--- config.mk ---
export PLATFORM = sky130hd
export DESIGN_NAME = multicycle_ctrl_fsm
export DESIGN_NICKNAME = d
export VERILOG_FILES = /design/src/rtl/multicycle_ctrl_fsm_pkg.sv /design/src/rtl/multicycle_ctrl_fsm_alu_decoder.sv /design/src/rtl/multicycle_ctrl_fsm.sv
export SDC_FILE = /design/constraint.sdc
export NUM_CORES = 1
export LEC_CHECK = 0
export BUFFER_PORTS_ARGS = -buffer_cell sky130_fd_sc_hd__buf_2
export CORE_MARGIN = 2
export CORE_UTILIZATION = 38
export DETAILED_ROUTE_END_ITERATION = 10
export PLACE_DENSITY = 0.73
export SLEW_MARGIN = 20
export SYNTH_ARGS = -nofsm -noshare
export SYNTH_HDL_FRONTEND = slang
export SYNTH_SLANG_ARGS = --single-unit
export TNS_END_PERCENT = 1
--- constraint.sdc ---
create_clock -name clk -period 2.3 [get_ports clk]
set_clock_uncertainty 0.15 [all_clocks]
set_input_delay 0.69 -clock clk [delete_from_list [all_inputs] [get_ports clk]]
set_output_delay 0.69 -clock clk [all_outputs]
set_load 0.005 [all_outputs]
--- src/rtl/multicycle_ctrl_fsm_pkg.sv ---
// Shared definitions for the multi-cycle RV32I control sequencer:
// state encoding, opcode constants, ImmSrc codes, ALUOp and ALUControl codes.
package multicycle_ctrl_fsm_pkg;

  typedef enum logic [3:0] {
    StFetch,
    StDecode,
    StMemAdr,
    StMemRead,
    StMemWb,
    StMemWrite,
    StExecuteR,
    StExecuteI,
    StAluWb,
    StJal,
    StBeq,
    StTrap
  } state_e;

  // Opcodes of the supported RV32I subset
  localparam logic [6:0] OpLoad   = 7'b0000011;
  localparam logic [6:0] OpStore  = 7'b0100011;
  localparam logic [6:0] OpRType  = 7'b0110011;
  localparam logic [6:0] OpIType  = 7'b0010011;
  localparam logic [6:0] OpJal    = 7'b1101111;
  localparam logic [6:0] OpBranch = 7'b1100011;

  // Immediate extender formats
  localparam logic [1:0] ImmI = 2'b00;
  localparam logic [1:0] ImmS = 2'b01;
  localparam logic [1:0] ImmB = 2'b10;
  localparam logic [1:0] ImmJ = 2'b11;

  // ALUOp: coarse operation class handed to the ALU decoder
  localparam logic [1:0] AluOpAdd   = 2'b00;
  localparam logic [1:0] AluOpSub   = 2'b01;
  localparam logic [1:0] AluOpFunct = 2'b10;

  // ALUControl codes
  localparam logic [2:0] AluAdd = 3'b000;
  localparam logic [2:0] AluSub = 3'b001;
  localparam logic [2:0] AluAnd = 3'b010;
  localparam logic [2:0] AluOr  = 3'b011;
  localparam logic [2:0] AluSlt = 3'b101;

  // Immediate format depends only on the opcode, never on the state
  function automatic logic [1:0] imm_src_for(input logic [6:0] op);
    unique case (op)
      OpStore:  return ImmS;
      OpBranch: return ImmB;
      OpJal:    return ImmJ;
      default:  return ImmI;
    endcase
  endfunction

endpackage

--- src/rtl/multicycle_ctrl_fsm_alu_decoder.sv ---
// ALU decoder: maps ALUOp plus instruction fields to an ALUControl code.
// Purely combinational.
module alu_decoder
  import multicycle_ctrl_fsm_pkg::*;
#(
  parameter int unsigned ALUCTRL_W = 3
) (
  input  logic [1:0]           alu_op,
  input  logic [2:0]           funct3,
  input  logic                 funct7b5,
  input  logic                 op5,
  output logic [ALUCTRL_W-1:0] alu_control
);

  logic [2:0] code;

  // Decode operation class, then funct3 for ALU-type instructions
  always_comb begin
    code = AluAdd;
    unique case (alu_op)
      AluOpAdd: code = AluAdd;
      AluOpSub: code = AluSub;
      AluOpFunct: begin
        case (funct3)
          // Only R-type (op[5]=1) can encode sub; addi ignores bit 30
          3'b000:  code = (funct7b5 && op5) ? AluSub : AluAdd;
          3'b010:  code = AluSlt;
          3'b110:  code = AluOr;
          3'b111:  code = AluAnd;
          default: code = AluAdd;
        endcase
      end
      default: code = AluAdd;
    endcase
  end

  assign alu_control = ALUCTRL_W'(code);

endmodule

--- src/rtl/multicycle_ctrl_fsm.sv ---
// Main control sequencer for the multi-cycle RV32I datapath.
// Walks each instruction through fetch/decode/execute/memory/writeback,
// stalls on mem_ready and traps on unsupported opcodes.
// Optional macro BRANCH_BNE_EN: adds bne (funct3=001) to the branch state.
module multicycle_ctrl_fsm
  import multicycle_ctrl_fsm_pkg::*;
#(
  parameter int unsigned ALUCTRL_W       = 3,
  parameter bit          TRAP_ON_ILLEGAL = 1'b1
) (
  input  logic                 clk,
  input  logic                 rst_n,
  input  logic [6:0]           op,
  input  logic [2:0]           funct3,
  input  logic                 funct7b5,
  input  logic                 zero,
  input  logic                 mem_ready,
  output logic                 PCWrite,
  output logic                 AdrSrc,
  output logic                 MemWrite,
  output logic                 IRWrite,
  output logic [1:0]           ResultSrc,
  output logic [1:0]           ALUSrcA,
  output logic [1:0]           ALUSrcB,
  output logic                 RegWrite,
  output logic [1:0]           ImmSrc,
  output logic [ALUCTRL_W-1:0] ALUControl,
  output logic                 illegal_instr
);

  state_e     state, next_state;
  logic [1:0] alu_op;
  logic       pc_write, mem_write, ir_write, reg_write;
  logic       branch_take;

  // Next-state selection
  always_comb begin
    next_state = state;
    case (state)
      StFetch: next_state = mem_ready ? StDecode : StFetch;
      StDecode: begin
        case (op)
          OpLoad, OpStore: next_state = StMemAdr;
          OpRType:         next_state = StExecuteR;
          OpIType:         next_state = StExecuteI;
          OpJal:           next_state = StJal;
          OpBranch:        next_state = StBeq;
          default:         next_state = TRAP_ON_ILLEGAL ? StTrap : StFetch;
        endcase
      end
      StMemAdr:   next_state = op[5] ? StMemWrite : StMemRead;
      StMemRead:  next_state = mem_ready ? StMemWb : StMemRead;
      StMemWb:    next_state = StFetch;
      StMemWrite: next_state = mem_ready ? StFetch : StMemWrite;
      StExecuteR: next_state = StAluWb;
      StExecuteI: next_state = StAluWb;
      StAluWb:    next_state = StFetch;
      StJal:      next_state = StAluWb;
      StBeq:      next_state = StFetch;
      StTrap:     next_state = StTrap;
      default:    next_state = StFetch;
    endcase
  end

  // State register and sticky trap flag
  always_ff @(posedge clk or negedge rst_n) begin
    if (!rst_n) begin
      state         <= StFetch;
      illegal_instr <= 1'b0;
    end else begin
      state <= next_state;
      if (next_state == StTrap) begin
        illegal_instr <= 1'b1;
      end
    end
  end

  // Branch condition evaluated in the BEQ state
  always_comb begin
`ifdef BRANCH_BNE_EN
    case (funct3)
      3'b000:  branch_take = zero;
      3'b001:  branch_take = ~zero;
      default: branch_take = 1'b0;
    endcase
`else
    branch_take = zero;
`endif
  end

  // Datapath selects and raw enables decoded from the current state
  always_comb begin
    AdrSrc    = 1'b0;
    ResultSrc = 2'b00;
    ALUSrcA   = 2'b00;
    ALUSrcB   = 2'b00;
    alu_op    = AluOpAdd;
    pc_write  = 1'b0;
    mem_write = 1'b0;
    ir_write  = 1'b0;
    reg_write = 1'b0;
    case (state)
      StFetch: begin
        ALUSrcB   = 2'b10;
        ResultSrc = 2'b10;
        ir_write  = mem_ready;
        pc_write  = mem_ready;
      end
      StDecode: begin
        ALUSrcA = 2'b01;
        ALUSrcB = 2'b01;
      end
      StMemAdr: begin
        ALUSrcA = 2'b10;
        ALUSrcB = 2'b01;
      end
      StMemRead: AdrSrc = 1'b1;
      StMemWb: begin
        ResultSrc = 2'b01;
        reg_write = 1'b1;
      end
      StMemWrite: begin
        AdrSrc    = 1'b1;
        mem_write = 1'b1;
      end
      StExecuteR: begin
        ALUSrcA = 2'b10;
        alu_op  = AluOpFunct;
      end
      StExecuteI: begin
        ALUSrcA = 2'b10;
        ALUSrcB = 2'b01;
        alu_op  = AluOpFunct;
      end
      StAluWb: reg_write = 1'b1;
      StJal: begin
        ALUSrcA  = 2'b01;
        ALUSrcB  = 2'b10;
        pc_write = 1'b1;
      end
      StBeq: begin
        ALUSrcA  = 2'b10;
        alu_op   = AluOpSub;
        pc_write = branch_take;
      end
      default: ;
    endcase
  end

  // Enables are forced low for as long as reset is held
  assign PCWrite  = pc_write & rst_n;
  assign MemWrite = mem_write & rst_n;
  assign IRWrite  = ir_write & rst_n;
  assign RegWrite = reg_write & rst_n;

  assign ImmSrc = imm_src_for(op);

  alu_decoder #(
    .ALUCTRL_W(ALUCTRL_W)
  ) u_alu_decoder (
    .alu_op     (alu_op),
    .funct3     (funct3),
    .funct7b5   (funct7b5),
    .op5        (op[5]),
    .alu_control(ALUControl)
  );

endmodule

Word-level counts from Yosys, hierarchy flattened
Index checks and enable logic that the tools add are counted.
- register bits after elaboration: 5
- output and inout bits: 17
- logic and storage cells: 60
- bits of input ports: 15
- mux-type cells: 19
- equality and inequality tests: 23
- reduce and logical (&&, ||, !) cells: 12
- bitwise operators: 4
- operators with widths (operator ; count):
    one-hot mux 4 bit (7 select lines) ; 1
    == test 4 bit (second input constant) ; 5
    one-hot mux 4 bit (5 select lines) ; 1
    == test 4 x 3 -> 1 bit (second input constant) ; 4
    one-hot mux 2 bit (2 select lines) ; 4
    == test 7 x 6 -> 1 bit (second input constant) ; 2
    == test 7 bit (second input constant) ; 2
    one-hot mux 3 bit (4 select lines) ; 1
    OR reduction 2 bit ; 6
    2-to-1 mux 3 bit ; 3
    == test 4 x 2 -> 1 bit (second input constant) ; 2
    == test 7 x 2 -> 1 bit (second input constant) ; 1
    == test 7 x 5 -> 1 bit (second input constant) ; 1
    == test 3 bit (second input constant) ; 2
    2-to-1 mux 1 bit ; 6
    one-hot mux 2 bit (3 select lines) ; 1
    one-hot mux 3 bit (2 select lines) ; 1
    OR reduction 3 bit ; 2
    bitwise AND 1 bit ; 4
    == test 4 x 1 -> 1 bit (second input constant) ; 1
    logical NOT 4 bit ; 1
    OR reduction 4 bit ; 1
    == test 3 x 2 -> 1 bit (second input constant) ; 1
    logical NOT 3 bit ; 1
    4 further kinds ; 4

Longest topological paths before layout
Gate-level depths: netlist of run 1.
- depth after elaboration: 5
- gate-level depth with buffers: 7
- mapped depth without buffers: 6

Hierarchy
From an unflattened synthesis of run 1, not the netlist that was laid out.
- cells, all modules: 81
- area, all modules: 654.4 um2
- modules (own cells, without submodules) (module ; cells an instance ; seq. area each (um2) ; instances ; area an instance (um2)):
    multicycle_ctrl_fsm ; 70 ; 125.1 ; 1 ; 558.0
    alu_decoder ; 11 ; 0.0 ; 1 ; 96.3

Worst setup path after synthesis of run 1
OpenSTA, ideal clock, no wires.
- kind: register to output
- start point: register state[0]
- end point: output ALUControl[1]
- cell stages (with the launch flop): 5
- buffers on the path: 1
- data required time: 1.460 ns
- data arrival time: 1.503 ns
- path slack: -0.043 ns
- cells stage by stage: dfrtp_1 -> clkbuf_1 -> or3_1 -> ha_1 -> nor3_1
- longest elaborated chain between the ends: 5
- elaborated cells on any way between the ends: 8
- those cells by class: eq/ne (5); mux (2); reduce/logical (1)
- RTL lines (what ; RTL line ; text):
    start, declared ; multicycle_ctrl_fsm.sv:31 ; state_e state, next_state;
    start signal, assigned ; multicycle_ctrl_fsm.sv:68 ; state <= StFetch;
    start signal, assigned ; multicycle_ctrl_fsm.sv:71 ; state <= next_state;
    == test 4 x 3 -> 1 bit ; multicycle_ctrl_fsm.sv:102 ; case (state)
    OR reduction 2 bit (no line) ; -- ;
    one-hot mux 2 bit (2 select lines) (*) ; multicycle_ctrl_fsm.sv:102 ;
    == test 2 bit / == test 2 x 1 -> 1 bit (equally long branches) ; multicycle_ctrl_fsm_alu_decoder.sv:20 ; unique case (alu_op)
    one-hot mux 3 bit (2 select lines) (*) ; multicycle_ctrl_fsm_alu_decoder.sv:20 ;
    end, declared ; multicycle_ctrl_fsm.sv:27 ; output logic [ALUCTRL_W-1:0] ALUControl,
Every way passes the cells marked *; elsewhere a longest branch is shown, timed or not.

Worst setup path after layout of run 1
- start point: register state[3]
- end point: output ALUControl[0]
Same word-level chain as after synthesis.

==> summary.md, run 1 <==
| Metric | Value |
|---|---|
| 1st-pass router iterations | 4 |
| Crit Path Class | reg2out |
| Min Tclk post-route | ~2.5 ns |
| Worst-Skew Late Latency | approximately 0.25 ns |
| Most common cell in the synthesized netlist | nor2_1 |
| Initial antenna violation count | 0 |
| Area leader, netlist | dfrtp_1 |
| Tcrit/Tclk final | 110% |
| CTS clk-pin slew, worst paths | roughly 0.05 ns |
| Crit-path most repeated cell | nor2_1 |
| Drt via density | around 5.3 |
| Leak | 0.485 nW |
| RePlAce Congestion | 0.804 |
| Min-Delay Path Class | in2async |
| Layout Utilization | 66.2% |
| FMAX | 394 MHz |
| Synthesized flop and latch total | 5 |
| Setup crit end kind | primary output |
| WL per Instance | 11.7 um |
| Primary FF master, synth | dfrtp_1 |
| Max_cap viols | 0 |
| Final setup margin | -0.238 ns |
| DP Wirelength | 1330 um |
| Pwr per Cell Area | 1030 nW/um^2 |
| Required @ worst endpoint | 1.46 ns |
| Worst rel slew slack | 80.1% |
| CP max FO | 4 |
| CP max stage cell | dfrtp_1 |
| IO Pins | 32 |
| Layout cells sized above 1 | 51.5% |
| Post-synth EDFFs | 0 |
| Synth Area per Inst | 7.08 sq um |
| Failing checks | negative setup slack |
| Fillers | 142 |
| Worst R2R End | illegal_instr |
| Worst r2r src | state[1] |
| Initial Util | about two fifths |
| Routed WL | 1700 um |
| Detail Route Antenna Nets | 0 |
| DR iter-0 viols | 16 |
| Inst Count DP | approximately 140 |
| Cell variety after synth | 33 |
| CORE AREA | 1470 sq um |
| Hold Vio Cnt, Final | 0 |
| Layout Nets | 148 |
| Hold buffer count at cts | 0 |
| Finished Layout Cells | 146 |
| Layout area overhead | 67.9% |
| Synthesized cell area | between 500 and 600 sq um |
| Site Rows | 14 |
| Overall routing resource usage | 20.3% |
| Worst slew pin tran | slightly below 0.3 ns |
| Synth Instances | between 80 and 90 |
| Vias in the first global route | 717 |
| Worst R2R Setup Slack | 0.62 ns |
| Startpoint types | flip-flop |
| CTS Buf Count | 3 |
| H-tree depth | 1 |
| R2R depth | 6 |
| Largest net degree at the start of global routing | 16 |
| Die area | 1860 sq um |
| Synth area leaders | dfrtp_1 (22%), nor2_1 (6.5%), a21oi_1 (5.2%) |
| DR vias | 773 |
| CTS sink count | 5 |
| Ys async rst share | 100% |
| First-pass GRT wire length | 2900 um |
| Detailed-route DRC error count | 0 |
| Buffers from clock root to sink, at most | 2 |
| CP cell instances | inv_1 -> or3_4 -> ha_4 -> nor3b_2 -> nor2_1 -> nor2_1 -> buf_2 |
| CTS tree | yes |
| Peak supply drop | 0.684 mV |
| Outcome | finished with violations |
| Hold WS | 0.117 ns |
| Synth top area share | 21.6% |
| CTS root buf | clkbuf_4 |
| Total grt overflow | 0 |
| Number of port buffers | 31 |
| Syn Nets | 99 |
| Final setup fails | 5 |
| RSZ-0062 raised after global routing | true |
| Crit-path leading delay family | simple AND/OR/NAND/NOR gates |
| # diodes | 0 |
| Worst path bufs/invs | 2 |
| Worst endpoint data arrival time | 1.70 ns |
| Final Slew Violations | 0 |
| Die Span Y | 43.1 um |
| Die W | ~43 um |
| Setup TNS | -0.580 ns |
| Crit path largest cell delay | 0.41 ns |
| Syn. warnings | 0 |
| Most frequent cells after synthesis | nor2_1 (10), nand2_1 (7), a21oi_1 (6), inv_1 (6) |
| Sequential fraction of the synthesis area | 21.6% |
-- cell families (layout without fill, tap and decap cells) --
| group | after synthesis | in the layout | synth area share [%] |
|---|---|---|---|
| compound gates | 16 | 16 | 17.0 |
| flops | 5 | 5 | 21.6 |
| xor+xnor | 4 | 4 | 6.04 |
| mux | 2 | 2 | 3.45 |
| fa+ha+maj | 3 | 3 | 6.03 |
| buf+inv | 10 | 58 | 6.68 |
| simple gates | 42 | 42 | 39.2 |
-- worst register-to-register path, delay by kind of cell, from the launching register on --
| kind | cells | cell delay [ns] |
|---|---|---|
| flip-flops | 1 | 0.40 |
| AND/OR/NAND/NOR | 2 | 0.40 |
| buffers and inverters | 1 | 0.19 |
| AO/OA/AOI/OAI | 3 | 0.47 |
-- through the flow --
step                      instance area [sq um]  power, W  worst slack [ns]
after CTS                                   933  0.000963            -0.209
after global placement                      865  0.000782           -0.0287
after floorplan                             587  0.000535            0.0175
after global routing                        975   0.00110            -0.319
final                                       975   0.00101            -0.238
after detailed placement                    865  0.000802           -0.0625
-- cell usage in the layout, fill, tap and decap left out, types with 3 or more instances in the layout --
| master | instances |
|---|---|
| nand2_1 | 7 |
| dfrtp_1 | 5 |
| buf_2 | 31 |
| nor3_1 | 4 |
| nor2_1 | 9 |
| buf_4 | 16 |
| a21oi_1 | 5 |
| inv_1 | 6 |
| o21ai_0 | 3 |
| clkbuf_4 | 3 |
-- cell type report --
cell class / instances / area [sq um] / share of cell area [%]
timing repair buffer: 48 / 287 / 29.4
sequential: 5 / 125 / 12.8
tap: 16 / 20.0 / 2.05
inverter: 6 / 22.5 / 2.31
clock buffer: 4 / 26.3 / 2.70
multi-input combinational: 67 / 494 / 50.7
-- report_power, final --
part | internal [W] | switching (W)
sequential | 0.000128 | 0.0000359
clock | 0.0000658 | 0.0000390
combinational | 0.000369 | 0.000370
-- worst max path at each step --
stage	from	to	slack, ns	depth (start not counted)
3_5_place_dp	op[2]	ImmSrc[0]	-0.06	4
3_3_place_gp	op[2]	ImmSrc[0]	-0.03	4
4_1_cts	state[2]	ALUControl[0]	-0.21	7
2_1_floorplan	state[0]	ALUControl[1]	0.02	4
6_report	state[3]	ALUControl[0]	-0.24	7
5_1_grt	state[3]	ALUControl[0]	-0.32	7
-- metal layers --
| metal | vias to the layer above | GRT usage (%) | share of wire (%) |
|---|---|---|---|
| met3 | 2 | 1.28 | 4.9 |
| met1 | 359 | 23.3 | 40 |
| met2 | 25 | 38.5 | 54 |
| li1 | 387 | - | - |
| met5 | - | 0 | 0 |
| met4 | 0 | 7.27 | 1.6 |
-- state kept, by name (all words and copies together) (netlist names) --
name and count:
illegal_instr 1, state 4
-- timing repair --
action / CTS / global route
buffers inserted: 0 / 1
pin swaps: 1 / 2
endpoints found under the setup margin: 5 / 9
resized for setup: 8 / 7
No activity file was read; power rests on OpenSTA's default activity.
==> run 2: changes to the inputs <==
--- a/config.mk
+++ b/config.mk
@@ -7,9 +7,9 @@
 export LEC_CHECK = 0
 export BUFFER_PORTS_ARGS = -buffer_cell sky130_fd_sc_hd__buf_2
 export CORE_MARGIN = 2
-export CORE_UTILIZATION = 38
+export CORE_UTILIZATION = 35
 export DETAILED_ROUTE_END_ITERATION = 10
-export PLACE_DENSITY = 0.73
+export PLACE_DENSITY = 0.68
 export SLEW_MARGIN = 20
 export SYNTH_ARGS = -nofsm -noshare
 export SYNTH_HDL_FRONTEND = slang
==> constraint.sdc (replaced) <==
create_clock -name clk -period 2.3 [get_ports clk]
set_clock_uncertainty 0.15 [all_clocks]
set_input_delay 0.345 -clock clk [delete_from_list [all_inputs] [get_ports clk]]
set_output_delay 0.345 -clock clk [all_outputs]
set_load 0.005 [all_outputs]
==> summary.md, run 2 (synthesized netlist as in run 1, its figures left out) <==
| Metric | Value |
|---|---|
| CP max FO | 6 (+2) |
| FMAX | 454 MHz (+15%) |
| Area of the multi-input gates | 455 sq um (-7.8%) |
| Detailed-route DRC error count | 0 (unchanged) |
| Total grt overflow | 0 (unchanged) |
| Required @ worst endpoint | 1.80 ns (+0.34 ns) |
| Worst endpoint data arrival time | 1.71 ns (about the same) |
| Worst slew pin tran | 0.379 ns (+0.0830 ns) |
| DP Wirelength | 1260 um (-5.5%) |
| Hold Crit Start | op[4] |
| 1st-pass router iterations | 4 (unchanged) |
| CTS tree | yes |
| RePlAce Congestion | 0.794 (-1.3%) |
| Detail Route Antenna Nets | 0 (unchanged) |
| Net Sw Power | 0.000413 W (-7.1%) |
| Crit Path Class | reg2out |
| Largest registers | state: 4 flops, illegal_instr: 1 flops |
| First-pass GRT wire length | 2690 um (-7.3%) |
| CTS root buf | clkbuf_4 |
| Layout area overhead | 47.2% |
| Sw Ratio | 45.9% (+1.8 points) |
| Worst R2R Setup Slack | 0.45 ns (-0.17 ns) |
| Post-CTS Setup Bufs | 0 (unchanged) |
| Die area | 2000 sq um (+7.8%) |
| Tcrit/Tclk final | 95.8% (-15 points) |
| Worst r2r src | state[1] |
| Largest net degree at the start of global routing | 16 (unchanged) |
| Most flops, register | state |
| Final Slew Violations | 0 (unchanged) |
| Hold Vio Cnt, Final | 0 (unchanged) |
| Pwr per Cell Area | 1050 nW/um^2 (+1.7%) |
| Initial antenna violation count | 0 (unchanged) |
| DP Worst Slack | 0.240 ns (+0.303 ns) |
| # diodes | 0 (unchanged) |
| Startpoint types | flip-flop |
| DR iter-0 viols | 15 (-1) |
| Inst Count DP | 130 (-7.8%) |
| Combinational share of power | 69.5% (-3.8 points) |
| Min-Delay Path Class | in2reg |
| Worst R2R End | illegal_instr |
| Worst-Skew Late Latency | 0.24 ns (about the same) |
| Vias in the first global route | 626 (-13%) |
| Routed WL | 1680 um (-1.2%) |
| Final setup fails | 0 (-5) |
| Outcome | finished, final reports clean |
| CTS Buf Count | 3 (unchanged) |
| Max reg flops | 4 (unchanged) |
| Final setup margin | 0.0964 ns (+0.334 ns) |
| Setup crit end kind | primary output |
| H-tree depth | 1 (unchanged) |
| Fillers | 162 (+14%) |
| Layout cells sized above 1 | 41.2% (-10 points) |
| Hold EP | state[2] |
| IO Pins | 32 (unchanged) |
| Die Span Y | 44.7 um (+3.8%) |
| Most frequent cells in the layout | buf_2 (31), nor2_1 (10), nand2_1 (7), a21oi_1 (6), inv_1 (6) |
| RSZ-0062 raised after global routing | false |
| Overall routing resource usage | 17.9% (-2.4 points) |
| Peak supply drop | 0.480 mV (-30%) |
| Worst rel slew slack | 74.5% (-5.6 points) |
| CTS sink count | 5 (unchanged) |
| CORE AREA | 1520 sq um (+3.6%) |
| Hold WS | 0.224 ns (+0.107 ns) |
| Initial Util | 38.1% (-1.4 points) |
| Site Rows | 14 (unchanged) |
| Leak | 0.415 nW (-14%) |
| Setup TNS | 0 ns (+0.580 ns) |
| Most common cell after layout, fill and taps aside | buf_2 |
| Cell count of the worst hold path | 3 |
| Number of port buffers | 31 (unchanged) |
| R2R depth | 6 (unchanged) |
| Drt via density | 5.21 (-1.5%) |
| CTS clk-pin slew, worst paths | 0.04 ns (about the same) |
| Max_cap viols | 0 (unchanged) |
| Layout Nets | 137 (-7.4%) |
| Buffers from clock root to sink, at most | 2 (unchanged) |
| Die W | 44.7 um (+3.8%) |
| Clock Power Share | 11.0% (+0.6 points) |
| WL per Instance | 12.5 um (+6.8%) |
| Min Tclk post-route | 2.20 ns (-0.334 ns) |
| DR vias | 704 (-8.9%) |
| Flop pwr share | 19.5% (+3.2 points) |
| Int Pwr | 0.000486 W (-14%) |
| Register area | 128 sq um (+2.0%) |
| Finished Layout Cells | 135 (-7.5%) |
-- run 2: worst max path at each step --
stage,from,end,slack (ns),cells after the start
global route,state[2],ALUControl[0],0.02,7
detailed placement,state[2],ALUControl[1],0.24,5
finish,state[2],ALUControl[0],0.1,7
floorplan,state[0],ALUControl[1],0.30,4
global placement,state[2],ALUControl[1],0.29,5
CTS,state[2],ALUControl[1],0.03,5
-- run 2: area by class of cell --
class	instances	area share, %
Clock buffer	4	3.07
Inverter	6	2.64
Multi-Input combinational cell	67	53.3
Sequential cell	5	14.9
Tap cell	16	2.34
Timing Repair Buffer	37	23.7
-- run 2: power groups by stage --
stage / registers, W / clock network (W) / logic, W
floorplan: 0.000160 / 0 / 0.000371
global placement: 0.000161 / 0 / 0.000584
detailed placement: 0.000162 / 0 / 0.000595
CTS: 0.000165 / 0.000100 / 0.000606
global route: 0.000181 / 0.000108 / 0.000701
finish: 0.000175 / 0.0000993 / 0.000625
-- run 2: through the flow --
step                area, sq um  power, W  utilization [%]
global placement            777  0.000745             51.0
finish                      855  0.000900             56.1
CTS                         821  0.000871             53.9
floorplan                   581  0.000531                -
detailed placement          777  0.000758             51.0
global route                855  0.000989             56.1
-- run 2: worst max-delay path: stages, from the launching register on --
cell and delay (ns):
dfrtp_2 0.43, nand2b_4 0.16, or3_4 0.35, ha_4 0.17
nor3b_1 0.13, nor2_1 0.08, nor2_1 0.04, buf_2 0.11
-- run 2: per-layer routing --
layer / share of wire, % / global-route usage (%)
met4: 0 / 5.45
met5: 0 / 0
met2: 51 / 30.7
met1: 43 / 22.3
met3: 5.9 / 4.00
-- run 2: what timing repair did --
| item | CTS | global route |
|---|---|---|
| endpoints found under the setup margin | 1 | 3 |
| gates cloned | 0 | 0 |
| endpoints found under the hold margin | 5 | 0 |
| pin swaps | 0 | 1 |
| hold buffers | 1 | 0 |
| gates resized for setup | 1 | 8 |
==> run 3: changes to the inputs <==
--- a/config.mk
+++ b/config.mk
@@ -5,11 +5,12 @@
 export SDC_FILE = /design/constraint.sdc
 export NUM_CORES = 1
 export LEC_CHECK = 0
+export ABC_AREA = 1
 export BUFFER_PORTS_ARGS = -buffer_cell sky130_fd_sc_hd__buf_2
 export CORE_MARGIN = 2
 export CORE_UTILIZATION = 35
 export DETAILED_ROUTE_END_ITERATION = 10
-export PLACE_DENSITY = 0.68
+export PLACE_DENSITY = 0.67
 export SLEW_MARGIN = 20
 export SYNTH_ARGS = -nofsm -noshare
 export SYNTH_HDL_FRONTEND = slang
==> summary.md, run 3 <==
| Metric | Value |
|---|---|
| Outcome | finished, final reports clean |
| Post-CTS Setup Bufs | 0 (unchanged) |
| Post-layout power | 0.000821 W (-8.7%) |
| H-tree depth | 1 (unchanged) |
| CTS root buf | clkbuf_4 |
| Tcrit/Tclk final | 94.7% (-1.1 points) |
| Most common cell in the synthesized netlist | nand2_1 |
| Synth Area per Inst | 6.06 sq um (-14%) |
| Leak | 0.508 nW (+22%) |
| Syn. warnings | 0 (unchanged) |
| DR iter-0 viols | 5 (-10) |
| CP max FO | 5 (-1) |
| IO Pins | 32 (unchanged) |
| Die area | 2140 sq um (+6.9%) |
| Routed WL | 1480 um (-12%) |
| Worst-Skew Late Latency | 0.24 ns (about the same) |
| Min Tclk post-route | 2.18 ns (-0.0253 ns) |
| First-pass GRT wire length | 2270 um (-16%) |
| Routed length on met1 | 608 um (-16%) |
| Synthesized cell area | 624 sq um (+7.5%) |
| Final Slew Violations | 0 (unchanged) |
| CP max stage cell | dfrtp_1 |
| Highest Signal Layer | met3 |
| CTS Buf Count | 3 (unchanged) |
| CORE AREA | 1710 sq um (+12%) |
| Peak supply drop | 0.346 mV (-28%) |
| Largest registers | state: 4 flops, illegal_instr: 1 flops |
| Setup TNS | 0 ns (unchanged) |
| RePlAce Congestion | 0.807 (+1.7%) |
| DP Wirelength | 1330 um (+5.6%) |
| Site Rows | 15 (+1) |
| Max reg flops | 4 (unchanged) |
| CP cell instances | inv_1 -> nand3_1 -> nor2_2 -> inv_1 -> ha_1 -> nor3_1 -> buf_2 |
| # diodes | 0 (unchanged) |
| Most flops, register | state |
| Number of port buffers | 31 (unchanged) |
| Required @ worst endpoint | 1.80 ns (about the same) |
| Hold Vio Cnt, Final | 0 (unchanged) |
| Synth Instances | 103 (+26%) |
| Vias in the first global route | 638 (+1.9%) |
| 1st-pass router iterations | 4 (unchanged) |
| Sequential fraction of the synthesis area | 20.0% (-1.5 points) |
| DR vias | 744 (+5.7%) |
| CTS sink count | 5 (unchanged) |
| Worst endpoint data arrival time | 1.68 ns (-0.03 ns) |
| Met3 Wirelength | 66 um (-34%) |
| Detail Route Antenna Nets | 0 (unchanged) |
| Crit-path leading delay family | simple AND/OR/NAND/NOR gates |
| Layout Nets | 157 (+15%) |
| Cell variety after synth | 23 (-30%) |
| Startpoint types | flip-flop |
| Drt via density | 4.54 (-13%) |
| Synth area leaders | dfrtp_1 (20%), nand2_1 (12%), inv_1 (11%) |
| Layout Utilization | 49.7% (-6.3 points) |
| Crit Path Class | reg2out |
| CTS clk-pin slew, worst paths | 0.05 ns (about the same) |
| Most frequent cells in the layout | buf_2 (31), nand2_1 (20), inv_1 (19), nor2_1 (14) |
| RSZ-0062 raised after global routing | false |
| Fillers | 191 (+18%) |
| Post-synth EDFFs | 0 (unchanged) |
| CTS tree | yes |
| Worst path bufs/invs | 3 (+2) |
| Initial Util | 36.6% (-1.5 points) |
| Die Span Y | 46.2 um (+3.4%) |
| Detailed-route DRC error count | 0 (unchanged) |
| Largest net degree at the start of global routing | 8 (-8) |
| Final setup fails | 0 (unchanged) |
| Min-Delay Path Class | in2async |
| Ys async rst share | 100% (unchanged) |
| Buffers from clock root to sink, at most | 2 (unchanged) |
| Overall routing resource usage | 14.2% (-3.7 points) |
| Most frequent cells after synthesis | nand2_1 (20), inv_1 (19), nor2_1 (15), nand2_2 (7), nand3_1 (7) |
| Synthesized flop and latch total | 5 (unchanged) |
| WL per Instance | 9.00 um (-28%) |
| Worst rel slew slack | 83.3% (+8.8 points) |
| Most common cell after layout, fill and taps aside | buf_2 |
| Met2 WL | 802 um (-6.1%) |
| Primary FF master, synth | dfrtp_1 |
| Layout cells sized above 1 | 41.0% (-0.17 points) |
| Setup crit end kind | primary output |
| Initial antenna violation count | 0 (unchanged) |
| Crit-path most repeated cell | inv_1 |
| Worst slew pin tran | 0.247 ns (-0.132 ns) |
| Total grt overflow | 0 (unchanged) |
| Synth top area share | 20.0% (-1.5 points) |
| Layout area overhead | 36.1% |
| Pwr per Cell Area | 966 nW/um^2 (-8.2%) |
| FMAX | 459 MHz (+1.2%) |
| Die W | 46.2 um (+3.4%) |
| Area leader, netlist | dfrtp_1 |
| Max_cap viols | 0 (unchanged) |
| Crit path largest cell delay | 0.41 ns (-0.02 ns) |
| Syn Nets | 120 (+21%) |
[run 3: cell types whose count changed after synthesis, moves of 3 or more]
cell,previous run,this run
nand3_1,2,7
inv_2,0,6
a21oi_1,6,3
nand2_2,0,7
nor3_1,5,1
inv_1,6,19
nor2_2,0,3
nand2_1,7,20
nor2_1,10,15
nor3b_1,3,0
[run 3: cells by family after synthesis]
family	Yosys count	share of synthesized area, %
and+or+nand+nor	59	47.9
buffers and inverters	25	15.0
AOI/OAI and AO/OA	12	13.0
DFF	5	20.0
adders and majority gates	2	4.01
[run 3: worst register-to-register path: cells and delay by family, from the launching register on]
kind | cells | cell delay [ns]
DFF | 1 | 0.45
and+or+nand+nor | 6 | 0.60
AOI/OAI and AO/OA | 1 | 0.13
[run 3: where the power goes]
part	switching [W]	leakage, nW	internal (W)
clock	0.0000325	0.0150	0.0000653
sequential	0.0000469	0.0598	0.000121
combinational	0.000335	0.433	0.000220
[run 3: path summary, 6_finish.rpt]
path / from / to / slack [ns] / cells past startpoint
worst max register to register: state[3] / illegal_instr / 0.90 / 7
min in group clk: op[4] / state[2] / 0.30 / 3
worst min-delay path: rst_n / illegal_instr / 0.30 / 2
worst min register to register: illegal_instr / illegal_instr / 0.32 / 2
max in group asynchronous: rst_n / state[1] / 1.56 / 2
worst max-delay path: state[0] / ALUControl[1] / 0.12 / 7
[run 3: stage by stage]
step / worst slack, ns / cell area [sq um] / instances / hold slack (ns)
floorplan: 0.503 / 624 / 103 / -0.101
global placement: 0.372 / 811 / 159 / 0.0215
detailed placement: 0.335 / 811 / 159 / 0.0189
CTS: 0.0841 / 847 / 164 / 0.295
global route: 0.0126 / 850 / 164 / 0.322
finish: 0.122 / 850 / 164 / 0.298
[run 3: area by class of cell]
cell class	instances	area [sq um]	share of cell area, %
clock buffers	4	26.3	3.09
well taps	25	31.3	3.68
flip-flops and latches	5	125	14.7
inverters	25	93.8	11.0
repair buffers	32	165	19.4
multi-input cells	73	408	48.0
[run 3: what timing repair did]
action / in CTS / in global routing
hold endpoints to repair: 5 / 0
gates resized for setup: 0 / 1
hold buffers: 1 / 0
endpoints found under the setup margin: 0 / 1
[run 3: metal layers]
layer  global-route usage [%]  up-vias
li1                         -      397
met1                     14.5      330
met2                     30.6       17
met3                     1.18        0
met4                     1.71        0
met5                        0        -
